--- src/rtl/axi_burst_pkg.sv ---
// Shared types and constants for the AXI4 burst master.
package axi_burst_pkg;

  typedef enum logic [2:0] {
    ST_IDLE,
    ST_CHK,
    ST_AW,
    ST_W,
    ST_B,
    ST_AR,
    ST_R,
    ST_DONE
  } state_e;

  localparam logic [1:0] AXI_RESP_OKAY   = 2'b00;
  localparam logic [1:0] AXI_RESP_EXOKAY = 2'b01;
  localparam logic [1:0] AXI_RESP_SLVERR = 2'b10;
  localparam logic [1:0] AXI_RESP_DECERR = 2'b11;

  localparam logic [1:0] BURST_INCR = 2'b01;
  localparam logic [2:0] SIZE_4B    = 3'b010;
  localparam int unsigned AXI_4KB   = 4096;

  // A burst is refused when it is not word aligned or when its last byte
  // would fall beyond the 4KB page that holds its first byte.
  function automatic logic burst_illegal(input logic [11:0] offset,
                                         input logic [7:0]  len);
    logic [13:0] end_byte;
    end_byte = {2'b00, offset} + {4'b0000, len, 2'b00} + 14'd4;
    return (end_byte > 14'(AXI_4KB)) || (offset[1:0] != 2'b00);
  endfunction

endpackage

--- src/rtl/axi_burst_beat_cnt.sv ---
// Beat counter shared by the write-data and read-data phases. Cleared when
// a command is accepted, advanced on each data handshake; 'last' flags the
// beat whose index equals the AXI len of the burst.
module axi_burst_beat_cnt (
  input  logic       clk,
  input  logic       rst_n,
  input  logic       load,
  input  logic       inc,
  input  logic [7:0] len,
  output logic       last
);

  logic [7:0] count;

  // Beat index register: cleared on load, +1 per handshake.
  // NOTE: sequential state uses non-blocking assignments so every register
  // samples pre-edge values regardless of process evaluation order.
  always_ff @(posedge clk or negedge rst_n) begin
    if (!rst_n) begin
      count <= 8'd0;
    end else if (load) begin
      count <= 8'd0;
    end else if (inc) begin
      count <= count + 8'd1;
    end
  end

  assign last = (count == len);

endmodule

--- src/rtl/axi_burst_master.sv ---
// AXI4 initiator: one INCR burst (write AW/W/B or read AR/R) per accepted
// command, at most one outstanding. Write and read data stream straight
// through to/from the AXI W and R channels with zero latency.
// Optional build macro AXI_BURST_MASTER_STATS_EN adds saturating beat and
// error counters on extra output ports.
module axi_burst_master
  import axi_burst_pkg::*;
#(
  parameter int          ADDR_W  = 32,
  parameter int          DATA_W  = 32,
  parameter logic [3:0]  AXCACHE = 4'b0011,
  parameter logic [2:0]  AXPROT  = 3'b000
) (
  input  logic                m_axi_aclk,
  input  logic                m_axi_aresetn,
  // command interface
  input  logic                cmd_valid,
  output logic                cmd_ready,
  input  logic                cmd_write,
  input  logic [ADDR_W-1:0]   cmd_addr,
  input  logic [7:0]          cmd_len,
  // write data stream
  input  logic                wr_valid,
  output logic                wr_ready,
  input  logic [DATA_W-1:0]   wr_data,
  input  logic [DATA_W/8-1:0] wr_strb,
  // read data stream
  output logic                rd_valid,
  input  logic                rd_ready,
  output logic [DATA_W-1:0]   rd_data,
  output logic                rd_last,
  // completion
  output logic                done_valid,
  output logic [1:0]          done_resp,
  // AXI write address
  output logic [ADDR_W-1:0]   m_axi_awaddr,
  output logic [7:0]          m_axi_awlen,
  output logic [2:0]          m_axi_awsize,
  output logic [1:0]          m_axi_awburst,
  output logic [3:0]          m_axi_awcache,
  output logic [2:0]          m_axi_awprot,
  output logic                m_axi_awvalid,
  input  logic                m_axi_awready,
  // AXI write data
  output logic [DATA_W-1:0]   m_axi_wdata,
  output logic [DATA_W/8-1:0] m_axi_wstrb,
  output logic                m_axi_wlast,
  output logic                m_axi_wvalid,
  input  logic                m_axi_wready,
  // AXI write response
  input  logic [1:0]          m_axi_bresp,
  input  logic                m_axi_bvalid,
  output logic                m_axi_bready,
  // AXI read address
  output logic [ADDR_W-1:0]   m_axi_araddr,
  output logic [7:0]          m_axi_arlen,
  output logic [2:0]          m_axi_arsize,
  output logic [1:0]          m_axi_arburst,
  output logic [3:0]          m_axi_arcache,
  output logic [2:0]          m_axi_arprot,
  output logic                m_axi_arvalid,
  input  logic                m_axi_arready,
  // AXI read data
  input  logic [DATA_W-1:0]   m_axi_rdata,
  input  logic [1:0]          m_axi_rresp,
  input  logic                m_axi_rlast,
  input  logic                m_axi_rvalid,
  output logic                m_axi_rready
`ifdef AXI_BURST_MASTER_STATS_EN
  ,
  output logic [31:0]         stat_wr_beats,
  output logic [31:0]         stat_rd_beats,
  output logic [15:0]         stat_err_cnt
`endif
);

  state_e            state, state_nxt;
  logic              ready_q;
  logic [ADDR_W-1:0] addr_q;
  logic [7:0]        len_q;
  logic              write_q;
  logic [1:0]        resp_q;
  logic              guard_err_q;

  logic cmd_hs;
  logic w_hs;
  logic r_hs;
  logic bad_cmd;
  logic beat_last;

  // cmd_ready comes from a register so it is low while reset is asserted
  // and rises on the first clock after release.
  assign cmd_ready = ready_q;
  assign cmd_hs    = cmd_valid && ready_q;
  assign w_hs      = (state == ST_W) && wr_valid && m_axi_wready;
  assign r_hs      = (state == ST_R) && m_axi_rvalid && rd_ready;
  assign bad_cmd   = burst_illegal(addr_q[11:0], len_q);

  axi_burst_beat_cnt u_beat_cnt (
    .clk   (m_axi_aclk),
    .rst_n (m_axi_aresetn),
    .load  (cmd_hs),
    .inc   (w_hs || r_hs),
    .len   (len_q),
    .last  (beat_last)
  );

  // Address/len are held in registers, so they stay stable under valid.
  assign m_axi_awaddr  = addr_q;
  assign m_axi_awlen   = len_q;
  assign m_axi_awsize  = SIZE_4B;
  assign m_axi_awburst = BURST_INCR;
  assign m_axi_awcache = AXCACHE;
  assign m_axi_awprot  = AXPROT;
  assign m_axi_araddr  = addr_q;
  assign m_axi_arlen   = len_q;
  assign m_axi_arsize  = SIZE_4B;
  assign m_axi_arburst = BURST_INCR;
  assign m_axi_arcache = AXCACHE;
  assign m_axi_arprot  = AXPROT;
  assign m_axi_wdata   = wr_data;
  assign m_axi_wstrb   = wr_strb;
  assign rd_data       = m_axi_rdata;

  // FSM state register; reset aborts any burst straight back to IDLE.
  always_ff @(posedge m_axi_aclk or negedge m_axi_aresetn) begin
    if (!m_axi_aresetn) begin
      state   <= ST_IDLE;
      ready_q <= 1'b0;
    end else begin
      state   <= state_nxt;
      ready_q <= (state_nxt == ST_IDLE);
    end
  end

  // Next-state decode plus all handshake/valid outputs for the current state.
  // NOTE: every output gets a default before the case so no path leaves a
  // variable unassigned, which would otherwise infer a latch.
  always_comb begin
    state_nxt     = state;
    m_axi_awvalid = 1'b0;
    m_axi_arvalid = 1'b0;
    m_axi_wvalid  = 1'b0;
    m_axi_wlast   = 1'b0;
    wr_ready      = 1'b0;
    m_axi_bready  = 1'b0;
    m_axi_rready  = 1'b0;
    rd_valid      = 1'b0;
    rd_last       = 1'b0;
    done_valid    = 1'b0;
    done_resp     = AXI_RESP_OKAY;
    case (state)
      ST_IDLE: begin
        if (cmd_hs) state_nxt = ST_CHK;
      end
      ST_CHK: begin
        if (bad_cmd)      state_nxt = ST_DONE;
        else if (write_q) state_nxt = ST_AW;
        else              state_nxt = ST_AR;
      end
      ST_AW: begin
        m_axi_awvalid = 1'b1;
        if (m_axi_awready) state_nxt = ST_W;
      end
      ST_W: begin
        m_axi_wvalid = wr_valid;
        wr_ready     = m_axi_wready;
        m_axi_wlast  = beat_last;
        if (w_hs && beat_last) state_nxt = ST_B;
      end
      ST_B: begin
        m_axi_bready = 1'b1;
        if (m_axi_bvalid) state_nxt = ST_DONE;
      end
      ST_AR: begin
        m_axi_arvalid = 1'b1;
        if (m_axi_arready) state_nxt = ST_R;
      end
      ST_R: begin
        m_axi_rready = rd_ready;
        rd_valid     = m_axi_rvalid;
        rd_last      = m_axi_rlast;
        if (r_hs && m_axi_rlast) state_nxt = ST_DONE;
      end
      ST_DONE: begin
        done_valid = 1'b1;
        done_resp  = guard_err_q ? AXI_RESP_SLVERR : resp_q;
        state_nxt  = ST_IDLE;
      end
      default: state_nxt = ST_IDLE;
    endcase
  end

  // Command capture and response accumulation for the burst in flight.
  always_ff @(posedge m_axi_aclk or negedge m_axi_aresetn) begin
    if (!m_axi_aresetn) begin
      addr_q      <= '0;
      len_q       <= 8'd0;
      write_q     <= 1'b0;
      resp_q      <= AXI_RESP_OKAY;
      guard_err_q <= 1'b0;
    end else begin
      if (cmd_hs) begin
        addr_q      <= cmd_addr;
        len_q       <= cmd_len;
        write_q     <= cmd_write;
        resp_q      <= AXI_RESP_OKAY;
        guard_err_q <= 1'b0;
      end
      if (state == ST_CHK && bad_cmd) begin
        resp_q <= AXI_RESP_SLVERR;
      end
      if (state == ST_B && m_axi_bvalid) begin
        resp_q <= m_axi_bresp;
      end
      if (r_hs) begin
        if (m_axi_rresp > resp_q) resp_q <= m_axi_rresp;
        // rlast must coincide with beat len; anything else is a protocol
        // error from the slave, but the burst is still drained to rlast.
        if (m_axi_rlast != beat_last) guard_err_q <= 1'b1;
      end
    end
  end

`ifdef AXI_BURST_MASTER_STATS_EN
  // Saturating activity counters: W beats, R beats, failed bursts.
  always_ff @(posedge m_axi_aclk or negedge m_axi_aresetn) begin
    if (!m_axi_aresetn) begin
      stat_wr_beats <= 32'd0;
      stat_rd_beats <= 32'd0;
      stat_err_cnt  <= 16'd0;
    end else begin
      if (w_hs && (stat_wr_beats != '1)) stat_wr_beats <= stat_wr_beats + 32'd1;
      if (r_hs && (stat_rd_beats != '1)) stat_rd_beats <= stat_rd_beats + 32'd1;
      if (done_valid && (done_resp != AXI_RESP_OKAY) && (stat_err_cnt != '1)) begin
        stat_err_cnt <= stat_err_cnt + 16'd1;
      end
    end
  end
`endif

endmodule

--- config.mk ---
export PLATFORM = sky130hd
export DESIGN_NAME = axi_burst_master
export DESIGN_NICKNAME = d
export VERILOG_FILES = /design/src/rtl/axi_burst_pkg.sv /design/src/rtl/axi_burst_beat_cnt.sv /design/src/rtl/axi_burst_master.sv
export SDC_FILE = /design/constraint.sdc
export NUM_CORES = 1
export LEC_CHECK = 0
export BUFFER_PORTS_ARGS = -buffer_cell sky130_fd_sc_hd__buf_4
export CAP_MARGIN = 20
export CORE_AREA = 2 2 119 121
export DETAILED_ROUTE_END_ITERATION = 16
export DIE_AREA = 0 0 121 123
export PLACE_DENSITY_LB_ADDON = 0.3
export SLEW_MARGIN = 20
export SYNTH_ARGS = -nofsm -noshare
export SYNTH_HDL_FRONTEND = slang
export SYNTH_SLANG_ARGS = --single-unit
--- constraint.sdc ---
create_clock -name m_axi_aclk -period 6.85 [get_ports m_axi_aclk]
set_input_delay 1.0275 -clock m_axi_aclk [delete_from_list [all_inputs] [get_ports m_axi_aclk]]
set_output_delay 1.0275 -clock m_axi_aclk [all_outputs]
set_load 0.01 [all_outputs]
Yosys cells after proc, flatten, opt, wreduce, memory -nomap -nowiden
Index checks and enable logic that the tools add are counted.
{ "totals": {"ff_bits": 56} }
{ "classes": {"add_sub_neg": 3, "magnitude_cmp": 2, "eq_ne": 9, "mux": 31, "n_reduce_logical": 15} }
{ "ops": {"columns": ["operator", "count"], "rows": [
  ["$mux W3", 8],
  ["$pmux W3 S8", 1],
  ["$mux W8", 2],
  ["$add A13 B3 Y14 const B", 1],
  ["$gt A14 B13 Y1 const B", 1],
  ["$mux W2", 7],
  ["$add A12 B10 Y13", 1],
  ["$mux W1", 13],
  ["$eq A3 B3 Y1 const B", 4],
  ["$logic_and A1 B1 Y1", 9],
  ["$add A8 B1 Y8 const B", 1],
  ["$eq A8 B8 Y1", 1],
  ["$eq A3 B2 Y1 const B", 2],
  ["$logic_not A3 Y1", 2],
  ["$reduce_bool A2 Y1", 2],
  ["$eq A3 B1 Y1 const B", 1],
  ["$gt A2 B2 Y1", 1],
  ["$logic_or A1 B1 Y1", 2],
  ["$ne A1 B1 Y1", 1]
]} }

Logic depth before layout (Yosys ltp)
{ "logic_depth": {"ltp_word": 9, "mapped_depth": 13} }

Cells and area by module
A second synthesis with hierarchy kept.
{ "hier_totals": {"cells_unflattened": 422, "area_unflattened_um2": 4088.9} }
{ "modules_own_cells": {"columns": ["mod", "n_inst", "cells_per_inst", "area_per_inst_um2", "seq_area_each_um2"], "rows": [
  ["axi_burst_master", 1, 373, 3612.2, 1201.2],
  ["axi_burst_beat_cnt", 1, 49, 476.7, 200.2]
]} }

Least setup slack after synthesis
Ideal clock, no wire load.
{ "synth_path": {"path_type": "register -> register", "start": "register len_q[1], in the netlist m_axi_arlen[1]", "end": "register state[0]", "t_arrival_ns": 2.323, "slack_ns": 4.389, "stages_incl_launch_ff": 11, "path_buffers": 0, "synth_period_minus_slack_ns": 2.461, "path_cell_list": "dfrtp_1 > ha_1 > ha_1 > inv_1 > fa_1 > nor4b_1 > o2111ai_1 > nor3_1 > nand3_1 > o31ai_4 > o21ai_0"} }
{ "synth_via": {"elab_chain_cells": 6, "word_cells_on_any_way": 9, "classes_between": "add/sub: 2; order compare: 1; eq/ne: 1; mux: 3; reduce/logical: 2"} }
{ "synth_rtl": {"columns": ["item", "line_no", "source"], "rows": [
  ["start: declaration", "axi_burst_master.sv:80", "logic [7:0] len_q;"],
  ["start signal: assignment", "axi_burst_master.sv:205", "len_q <= cmd_len;"],
  ["$add A12 B10 Y13", "axi_burst_pkg.sv:29", "end_byte = {2'b00, offset} + {4'b0000, len, 2'b00} + 14'd4;"],
  ["$add A13 B3 Y14", "axi_burst_pkg.sv:29", null],
  ["$gt A14 B13 Y1", "axi_burst_pkg.sv:30", "return (end_byte > 14'(AXI_4KB)) || (offset[1:0] != 2'b00);"],
  ["$logic_or A1 B1 Y1", "axi_burst_pkg.sv:30", null],
  ["$mux W3", "axi_burst_master.sv:157", "if (bad_cmd) state_nxt = ST_DONE;"],
  ["$pmux W3 S8 (*)", "axi_burst_master.sv:152", "case (state)"],
  ["net state_nxt[0]", "axi_burst_master.sv:77", "state_e state, state_nxt;"],
  ["end signal: assignment", "axi_burst_master.sv:131", "state <= state_nxt;"],
  ["end: declaration", "axi_burst_master.sv:77", null]
]} }
The timed path passes the listed nets; every way through them passes the cells marked *.
A chain may end at the register's enable or synchronous reset.

Worst setup path in the final report
{ "layout_path": {"start": "register len_q[4], in the netlist m_axi_arlen[4]", "end": "output port m_axi_wlast"} }
{ "layout_via": {"elab_chain_cells": 2} }
{ "layout_rtl": {"columns": ["item", "line_no", "source"], "rows": [
  ["$eq A8 B8 Y1", "axi_burst_beat_cnt.sv:28", "assign last = (count == len);"],
  ["$mux W1", "axi_burst_master.sv:152", null],
  ["end: declaration", "axi_burst_master.sv:47", "output logic m_axi_wlast,"]
]} }
No other way between the ends.

==> key figures <==
Power and ir drop
  • Peak supply drop: 156 uV
  • Lkg Pwr: 2.52 nW
  • Pwr/cell area: 455 nW/um2

Routing
  • Vias per cell: 4.42
  • Avg WL per Cell: 15.2 um
  • Pre-antenna DRT Iters: 4
  • Iter 0 DRT Violations: 126
  • Final ANT Viol Nets: 0
  • Vias: 3,122
  • Routed WL: 10,800 um
  • DRC: 0

Setup path
  • R2R setup slack: 4.14 ns
  • Crit path launch type: register
  • Max FO, Critical Path: 5
  • Critical path endpoint category: output pin
  • Worst r2r src: m_axi_arlen[1]
  • FF-to-FF path depth: 10
  • Worst EP arrival: 1.86 ns
  • CP required: 5.82 ns
  • RR Endpoint: state[0]
  • Crit path to: m_axi_wlast
  • Critical Path Start: m_axi_arlen[4]
  • Crit path kind: reg2out

Place
  • DPL Wire Length: 8180 um
  • Pre-CTS WS: 4.08 ns
  • Placer congestion estimate: 0.814
  • Port Buffers: 148

Timing
  • Slew Limit Fails: 0
  • Final setup margin: 3.96 ns
  • Worst-margin pin slew: 0.760 ns
  • Worst slew margin: 0.493
  • Max Clock Skew: 0.00927 ns
  • Min Tclk post-route: 2.89 ns
  • Fin. Hold Viols: 0
  • Max Clk Rate: 0.346 GHz
  • Tcrit/Tclk final: 0.422
  • TNS Setup: 0 ns
  • Setup violations, final: 0
  • RSZ-0062 raised after global routing: false

Floorplan
  • Die Y: 123 um
  • I/O pin count: 309
  • Die Width: 121 um
  • DIE AREA: 14,900 um2
  • FP Rows: 43
  • CORE AREA: 13,600 um2
  • Initial core utilization: 0.301

Synthesis
  • Area contributors post-synth: dfrtp_1 34%, buf_4 25%, nand2_1 12%
  • Post-synth cell types: 49
  • Mean area per synthesized cell: 8.32 um2
  • Async SR Flop Fraction: 1.00
  • Top_reg_cell synth: dfrtp_1
  • Commonest cells post-synth: 134 x buf_4, 132 x nand2_1, 56 x dfrtp_1
  • Yosys top cell by area: dfrtp_1
  • Yosys top cell area share: 0.342
  • Post-synth EDFFs: 0
  • Syn Inst Count: 492
  • Most common cell in the netlist: buf_4
  • YS warnings: 0
  • Yosys reg bits: 56
  • Mapped cell area: 4100 um2
  • Register area share after synthesis: 0.342

GRT
  • Largest net degree at the start of global routing: 57
  • Total GRT Usage: 0.139
  • Initial antenna violation count: 0
  • Grt ovf: 0
  • Vias in the first global route: 2,881
  • First-pass GRT wire length: 15,900 um

Finish
  • Layout cells sized above 1: 0.319
  • Synthesis-to-finish area growth: 12.9%
  • Post-layout nets: 669
  • Ant. Diodes: 0
  • Finished Core Util: 0.340

Min path
  • Hold Path Class: reg2reg

CTS
  • Clock sinks: 56
  • Root buffer cell: clkbuf_16
  • CTS Hold Bufs: 0
  • Clock Latency Late Sink: 0.30 ns
  • CTS resizes: 0
  • Clock buffer depth: 2
  • Htree depth: 2
  • Clock transition at path regs: 0.08 ns
  • CTS tree: built
  • Total CTS buffers: 5
  • Setup bufs post-CTS: 0

Job
  • Max_cap viols: 0

Outcome
  • Status: finished clean
==> metal layers <==
layer  part of all wire  vias to the layer above  track usage
li1                   -                     1487            -
met1               0.40                     1415        0.168
met2               0.47                      206        0.231
met5                  0                        -            0
met4              0.013                        0       0.0385
met3               0.12                       14       0.0517
==> cells by family (layout without fill, tap and decap cells) <==
logic type                 count (synthesis)  count (layout)  share of synthesized area
adders and majority gates                 20              20                     0.0629
muxes                                      4               4                    0.00978
buffers and inverters                    162             174                      0.272
other                                      2              24                    0.00183
DFF                                       56              56                      0.342
and+or+nand+nor                          191             191                      0.205
xor gates and xnor gates                  16              16                     0.0342
AOI/OAI and AO/OA                         41              41                     0.0721
==> power by group <==
group	internal (mW)	switching, mW	total, mW
combinational	0.582	0.610	1.19
sequential	0.469	0.180	0.649
clock	0.137	0.125	0.262
total	1.19	0.916	2.10
==> placed cells by master, fill, tap and decap left out, types with 2 or more instances in the layout <==
cell / n
buf_4: 149
nand2_1: 132
dfrtp_1: 56
conb_1: 24
ha_1: 19
nor2_1: 18
inv_1: 17
xor2_1: 13
a21oi_1: 11
o21ai_0: 11
and3_1: 6
nand2b_1: 5
clkbuf_16: 5
nor4_1: 4
mux2i_1: 4
and2_1: 3
nand3_1: 3
nor3_1: 3
or3_1: 3
xnor2_1: 3
nor2b_2: 2
o221ai_1: 2
o31ai_1: 2
o22ai_1: 2
nor3b_1: 2
nand4_1: 2
==> sequential cells by signal, summed over array words and instances (netlist names) <==
name              cells
m_axi_araddr         32
m_axi_arlen           8
u_beat_cnt.count      8
state                 3
resp_q                2
cmd_ready             1
guard_err_q           1
write_q               1
==> worst min path at each step <==
stage	depth (start not counted)	slack, ns	end	start
global placement	2	0.49	m_axi_araddr[30]	m_axi_araddr[30]
finish	2	0.51	m_axi_araddr[30]	m_axi_araddr[30]
floorplan	2	0.47	guard_err_q	guard_err_q
global route	2	0.54	m_axi_araddr[24]	m_axi_araddr[24]
detailed placement	2	0.50	m_axi_araddr[31]	m_axi_araddr[31]
CTS	2	0.52	m_axi_araddr[30]	m_axi_araddr[30]
==> area by class of cell <==
cell class | count | area (um2)
Inverter | 17 | 63.8
Tap cell | 180 | 225
Sequential cell | 56 | 1400
Clock buffer | 5 | 125
Multi-Input combinational cell | 296 | 1670
Timing Repair Buffer | 149 | 1120
Clock inverter | 3 | 21.3
Fill cell | 1422 | 8990
==> stage by stage <==
step	hold slack, ns	std cells	area (um2)	power, mW
floorplan	0.473	514	4180	1.48
global placement	0.488	698	4470	1.83
detailed placement	0.495	698	4470	1.85
CTS	0.518	706	4620	2.13
global route	0.544	706	4620	2.28
finish	0.512	706	4620	2.10
==> critical path, cell delays in order, from the launching register on <==
cell	delay [ns]
dfrtp_1	0.46
xor2_1	0.19
nor4_1	0.40
nand2_1	0.21
nor2_1	0.16
buf_4	0.14
Note: power is estimated with default switching activity, not from simulation.
